--- src/rtl/i2s_rx.sv ---
`default_nettype none
// ============================================================================
//  Module      : i2s_rx
//  Description : I2S receiver. Oversamples the asynchronous codec bus
//                (bclk, lrclk, sdata) on clk and deserialises each left/right
//                slot. Every complete stereo pair is presented as signed
//                32-bit words with a one-cycle valid strobe.
//  Ports       : clk           system clock (>= 4x bclk)
//                reset_n       asynchronous active-low reset
//                i2s_bclk      codec bit clock (async)
//                i2s_lrclk     word select, 0 = left, 1 = right (async)
//                i2s_sdata     serial data, MSB first (async)
//                out_L/out_R   last complete left/right sample
//                sample_valid  one-clk pulse when out_L/out_R update
//                frame_err     one-clk pulse when a slot ends short
//  Config      : I2S_RX_SIGN_EXT_EN defined   -> right-aligned, sign-extended
//                I2S_RX_SIGN_EXT_EN undefined -> left-aligned, zero-padded
//  Revision    : 1.0 - initial release
// ============================================================================
module i2s_rx #(
    parameter int DATA_BITS = 24
) (
    input  logic               clk,
    input  logic               reset_n,
    input  logic               i2s_bclk,
    input  logic               i2s_lrclk,
    input  logic               i2s_sdata,
    output logic signed [31:0] out_L,
    output logic signed [31:0] out_R,
    output logic               sample_valid,
    output logic               frame_err
);

    localparam int               c_CNT_W = $clog2(DATA_BITS + 1);
    localparam int               c_PAD   = 32 - DATA_BITS;
    localparam logic [c_CNT_W-1:0] c_FULL = c_CNT_W'(DATA_BITS);

    // Synchroniser chains; the third bclk stage exists only for edge detect.
    logic r_bclk_s1, r_bclk_s2, r_bclk_s3;
    logic r_lrclk_s1, r_lrclk_s2;
    logic r_sdata_s1, r_sdata_s2;

    logic               r_lr_last;
    logic [c_CNT_W-1:0] r_bit_cnt;
    logic [31:0]        r_sr;
    logic signed [31:0] r_hold_L;
    logic               r_synced;
    logic               r_left_ok;

    logic               w_bclk_rise;
    logic               w_slot_end;
    logic               w_room;
    logic [31:0]        w_sr_next;
    logic [c_CNT_W-1:0] w_cnt_next;
    logic               w_short;
    logic signed [31:0] w_word;

    always_ff @(posedge clk or negedge reset_n) begin
        if (!reset_n) begin
            r_bclk_s1  <= 1'b0;
            r_bclk_s2  <= 1'b0;
            r_bclk_s3  <= 1'b0;
            r_lrclk_s1 <= 1'b0;
            r_lrclk_s2 <= 1'b0;
            r_sdata_s1 <= 1'b0;
            r_sdata_s2 <= 1'b0;
        end else begin
            r_bclk_s1  <= i2s_bclk;
            r_bclk_s2  <= r_bclk_s1;
            r_bclk_s3  <= r_bclk_s2;
            r_lrclk_s1 <= i2s_lrclk;
            r_lrclk_s2 <= r_lrclk_s1;
            r_sdata_s1 <= i2s_sdata;
            r_sdata_s2 <= r_sdata_s1;
        end
    end

    always_comb begin
        w_bclk_rise = r_bclk_s2 & ~r_bclk_s3;
        w_slot_end  = (r_lrclk_s2 != r_lr_last);
        w_room      = (r_bit_cnt < c_FULL);
        // Bits past DATA_BITS are dropped; the counter saturates.
        w_sr_next   = w_room ? {r_sr[30:0], r_sdata_s2} : r_sr;
        w_cnt_next  = w_room ? (r_bit_cnt + c_CNT_W'(1)) : r_bit_cnt;
        // The bit sampled at the slot-end rise still belongs to the old slot,
        // so the length check uses the post-shift count.
        w_short     = (w_cnt_next < c_FULL);
`ifdef I2S_RX_SIGN_EXT_EN
        // Push the word to the top, then arithmetic-shift back down to
        // replicate bit DATA_BITS-1 into the upper bits.
        w_word      = $signed(w_sr_next << c_PAD) >>> c_PAD;
`else
        // sr only ever holds DATA_BITS valid bits above zeros, so a plain
        // shift left-aligns the word with zero fill below.
        w_word      = $signed(w_sr_next << c_PAD);
`endif
    end

    always_ff @(posedge clk or negedge reset_n) begin
        if (!reset_n) begin
            r_lr_last    <= 1'b0;
            r_bit_cnt    <= '0;
            r_sr         <= '0;
            r_hold_L     <= '0;
            r_synced     <= 1'b0;
            r_left_ok    <= 1'b0;
            out_L        <= '0;
            out_R        <= '0;
            sample_valid <= 1'b0;
            frame_err    <= 1'b0;
        end else begin
            sample_valid <= 1'b0;
            frame_err    <= 1'b0;
            if (w_bclk_rise) begin
                if (w_slot_end) begin
                    r_sr      <= '0;
                    r_bit_cnt <= '0;
                    r_lr_last <= r_lrclk_s2;
                    if (!r_synced) begin
                        // First slot boundary only establishes alignment.
                        r_synced <= 1'b1;
                    end else if (w_short) begin
                        frame_err <= 1'b1;
                        r_left_ok <= 1'b0;
                    end else if (!r_lr_last) begin
                        r_hold_L  <= w_word;
                        r_left_ok <= 1'b1;
                    end else if (r_left_ok) begin
                        out_L        <= r_hold_L;
                        out_R        <= w_word;
                        sample_valid <= 1'b1;
                        r_left_ok    <= 1'b0;
                    end
                end else begin
                    r_sr      <= w_sr_next;
                    r_bit_cnt <= w_cnt_next;
                end
            end
        end
    end

endmodule
`default_nettype wire
--- config.mk ---
export PLATFORM = sky130hd
export DESIGN_NAME = i2s_rx
export DESIGN_NICKNAME = d
export VERILOG_FILES = /design/src/rtl/i2s_rx.sv
export SDC_FILE = /design/constraint.sdc
export NUM_CORES = 1
export LEC_CHECK = 0
export BUFFER_PORTS_ARGS = -buffer_cell sky130_fd_sc_hd__buf_2
export CAP_MARGIN = 20
export CORE_UTILIZATION = 45
export DETAILED_ROUTE_END_ITERATION = 16
export GPL_TIMING_DRIVEN = 1
export HOLD_SLACK_MARGIN = 0.02
export PLACE_DENSITY_LB_ADDON = 0.05
export RECOVER_POWER = 50
export SLEW_MARGIN = 0
export SYNTH_ARGS = -nofsm -noshare
export SYNTH_HDL_FRONTEND = slang
export SYNTH_SLANG_ARGS = --single-unit
--- constraint.sdc ---
create_clock -name clk -period 5.99 [get_ports clk]
set_input_delay 0.8985 -clock clk [delete_from_list [all_inputs] [get_ports clk]]
set_output_delay 0.8985 -clock clk [all_outputs]
set_load 0.01 [all_outputs]
Yosys cells after proc, flatten, opt, wreduce, memory -nomap -nowiden
Cells that the tools add are included.

operators by class
  eq/ne operators = 1
  mux-type cells = 16
  add/sub/neg operators = 1
  $lt $le $gt $ge = 2
  reductions and logical operators = 4
  bitwise operators = 4

operators by type and width
  kind                                                            count
  25-bit two-way mux                                              2
  1-bit two-way mux                                               12
  5-bit < comparator (second input constant)                      2
  5-bit two-way mux                                               2
  6-bit AND reduction                                             1
  5-bit by 1-bit adder with 5-bit output (second input constant)  1
  5-bit AND reduction                                             1
  1-bit NOT                                                       3
  3-bit AND reduction                                             1
  2-bit AND reduction                                             1
  1-bit AND                                                       1
  1-bit inequality test                                           1

word-level totals
  output and inout bits = 66
  bits in registers = 113

Longest topological paths before layout
  depth in word-level cells = 7
  depth in mapped cells = 7

Worst setup path before layout
No wires, ideal clock.

  kind = register to register
  from = reg r_bit_cnt[0]
  to = reg out_R[21]
  period minus slack after synthesis = 1.948 ns
  setup time = 0.128 ns
  path slack = 4.042 ns
  path buffers = 2
  data arrival time = 1.820 ns
  stages on the path, launching flop included = 8
  cells stage by stage = dfrtp_1 > ha_1 > and3_1 > a22oi_1 > nor3_2 > buf_4 > buf_4 > mux2_1

on the way
  cells in the longest elaborated chain, start to end = 5

RTL lines
  what                                                                                 RTL line  text
  from (decl)                                                                          44        logic [c_CNT_W-1:0] r_bit_cnt;
  from (signal assigned)                                                               136       r_bit_cnt <= w_cnt_next;
  5-bit by 1-bit adder with 5-bit output / 5-bit < comparator (equally long branches)  84, 81
  5-bit two-way mux                                                                    84        w_cnt_next = w_room ? (r_bit_cnt + c_CNT_W'(1)) : r_bit_cnt;
  5-bit < comparator                                                                   87        w_short = (w_cnt_next < c_FULL);
  1-bit NOT (no source line)                                                           n/a
  6-bit AND reduction (no source line)                                                 n/a
  to (signal assigned)                                                                 130       out_R <= w_word;
  to (decl)                                                                            29        output logic signed [31:0] out_R,

Several ways; a longest one is shown, not always the timed one. The select of a mux whose other input is x is not followed.
A chain may end at the register's enable or synchronous reset.

==> flow_summary.ini <==
[status]
result_of_the_run = finished, violations left
violations = max-capacitance violations, max-slew violations

[synth]
synth-edff-count = 0
dominantRegCellSynth = sky130_fd_sc_hd__dfrtp_1
register_bit_total_from_synthesis = 113
async_reset_ff_frac = 1.00
synthDominantAreaCellType = sky130_fd_sc_hd__dfrtp_1
synthesis.area_per_instance_sq_um = 15.3
synth.top_cells.by_count = sky130_fd_sc_hd__dfrtp_1 (113), sky130_fd_sc_hd__mux2_2 (68), sky130_fd_sc_hd__a22o_1 (24)
yosys_warnings = 0
synth_top_cells_by_area = sky130_fd_sc_hd__dfrtp_1 (61%), sky130_fd_sc_hd__mux2_2 (16%), sky130_fd_sc_hd__mux2_4 (6.1%), sky130_fd_sc_hd__a22o_1 (4.5%), sky130_fd_sc_hd__buf_4 (2.9%)
distinct_cells_synth = 31
postSynthCellCount = 305
yosysMostFrequentCell = sky130_fd_sc_hd__dfrtp_1
synth.top_cell.area_share = 0.607
synth-seq-area-share = 0.607
netlist_area_sq_um = 4660

[clocking]
cts_setup_buffers = 0
cts.repair.resized = 0
htree_num_levels = 4
clk_pin_slew_ps = 50
clock_latency_on_the_worst_skew_pair_ps = 500
cts_buffer_depth = 2
clkSinkCount = 113
cts_tree = yes
clockRootBuffer = sky130_fd_sc_hd__clkbuf_8
cts_inserted_buffers = 17
cts_hold_repair.buffers = 0

[critical_path]
crit_path_top_delay_cell = sky130_fd_sc_hd__clkbuf_1
worstSetupEndpointType = asynchronous set/reset pin
number_of_buffers_and_inverters_on_the_critical_path = 2
worst_setup_path_category = input port to asynchronous set/reset pin
setup.worst_path.start = reset_n
worstPathRequired_ps = 6550
cp-start-kind = input port
critical_path.cell_chain = clkbuf_1 > buf_4
crit_path_max_fanout = 63
r2r_path_start = r_lr_last$_DFFE_PN0P_
cp_top_family = buffers and inverters
rrSetupSlack_ps = 3150
critical_path.max_stage_delay_ps = 2300
critPathArrivalTime_ps = 4090

[detailed_routing]
via_count = 2579
drtAntennaViolNets = 0
drt_iter0_drc = 70
detail_route.vias_per_cell = 5.05
count_of_unresolved_drc_violations_after_routing = 0
drt_pass1_iterations = 4
detail_route.wl_per_cell_um = 15.5
routed_wirelength_mm = 7.93

[final_layout]
num-fill-cells = 853
antenna-diode-count = 0
finalNetCount = 371
area_growth_pct = 19.2
stdcell_count = 511
final_util = 0.560
post_route_cells_drive_above_1_share = 0.466

[die]
floorplan.initialDensity = 0.470
fp.dieH_um = 104
placement_rows = 36
fp.dieW_um = 104
boundaryPins = 71
die_area_sq_um = 10800
core_area_sq_um = 9910

[sta]
slew_viol_final = 64
clock-skew-final_ps = 11.3
fin_crit_ps = 3530
unrepaired_setup_endpoints_after_global_routing = no
setup-violations-final = 0
setup-tns-final_ps = 0
layout_worst_path_cycle_share = 0.589
fmax_ghz = 0.283
max-slew-margin-rel = -1.21
setup_slack_ps = 2460
worst_slew_pin_slew_ps = 3320
finalHoldViolations = 0

[run]
drv_cap = 1

[power_and_ir_drop]
power.ir.vdd_worst_mv = 0.260
sequentialPowerShare = 0.422
comb_power_share = 0.028
intPower_mw = 1.48
netSwitchingFraction = 0.205
pwr_density_cell_nw_per_um2 = 336
share_clk_of_total_power = 0.550
static-leakage-power_nw = 3.00
total_switching_power_mw = 0.383

[place]
buffer_ports.inserted = 54
dp_cells = 479
hpwlAfterDp_mm = 4.70
global_placer_s_final_weighted_congestion = 0.713
place_worst_setup_slack_ps = 3220

[global_routing]
grt_antenna_before_repair = 0
first_pass_grt_wire_length_mm = 13.9
first_global_vias = 2701
grt.total_usage = 0.163
maximum_number_of_pins_on_one_net_before_global_route_repair = 64
grt_overflow = 0

[min_path]
timing.hold.worst.class = flop to flop
hp-start = r_lrclk_s1$_DFF_PN0_
logic make-up (layout without fill, tap and decap cells):
family | Yosys count | in the layout | synth area share
AO/OA/AOI/OAI | 38 | 38 | 0.0642
XOR/XNOR | 1 | 1 | 0.00349
adder cells (fa/ha/maj) | 1 | 1 | 0.00269
buffers and inverters | 34 | 92 | 0.0513
flip-flops | 113 | 113 | 0.607
multiplexers | 96 | 96 | 0.247
other | 1 | 16 | 0.000805
AND/OR/NAND/NOR | 21 | 21 | 0.0231
routing by layer:
metal / vias to the layer above / wire (um) / track usage
met5: - / 0 / 0
met4: 0 / 66 / 0.0490
met3: 5 / 302 / 0.0503
met2: 69 / 3800 / 0.259
met1: 1318 / 3760 / 0.215
li1: 1187 / - / -
state kept, by name (all words and copies together) (netlist names), 5 cells and up:
signal / flops
out_L: 24
out_R: 24
r_hold_L: 24
r_sr: 24
r_bit_cnt: 5
final cells by class:
class	instances	area, sq um	area share
inverters	1	3.75	0.000676
flip-flops and latches	113	2830	0.509
well taps	133	166	0.0300
multi-input cells	173	1650	0.297
clock inverters	10	158	0.0284
repair buffers	59	295	0.0532
clock buffers	22	453	0.0816
layout by cell type (no fill, tap or decap), types with 5 or more instances in the layout:
cell	count
sky130_fd_sc_hd__a22o_1	24
sky130_fd_sc_hd__buf_2	53
sky130_fd_sc_hd__clkbuf_1	7
sky130_fd_sc_hd__clkbuf_16	16
sky130_fd_sc_hd__conb_1	16
sky130_fd_sc_hd__dfrtp_1	113
sky130_fd_sc_hd__mux2_1	9
sky130_fd_sc_hd__mux2_2	68
sky130_fd_sc_hd__mux2_4	19
sky130_fd_sc_hd__nand2_1	10
sky130_fd_sc_hd__o21ai_0	5
stage by stage:
step	total power [mW]	hold slack [ps]	area, sq um
detailed placement	0.857	338	4970
global route	1.93	355	5550
floorplan	0.836	331	4710
global placement	0.855	337	4970
finish	1.87	346	5550
CTS	1.90	347	5580
final timing paths:
check / cells past startpoint / endpoint
worst max register to register: 5 / out_L[31]$_DFFE_PN0P_
worst min-delay path: 0 / r_lrclk_s2$_DFF_PN0_
worst min register to register: 0 / r_lrclk_s2$_DFF_PN0_
min in group asynchronous: 1 / out_L[27]$_DFFE_PN0P_
worst max-delay path: 2 / r_bit_cnt[1]$_DFFE_PN0P_
max in group clk: 5 / out_L[31]$_DFFE_PN0P_
power groups by stage:
stage	logic, mW	clock network, mW	registers (mW)
final	0.0531	1.03	0.788
after global routing	0.0617	1.08	0.789
after CTS	0.0563	1.05	0.788
after floorplan	0.0377	0	0.798
after detailed placement	0.0560	0	0.801
after global placement	0.0551	0	0.800
(Power assumes the default switching activity.)
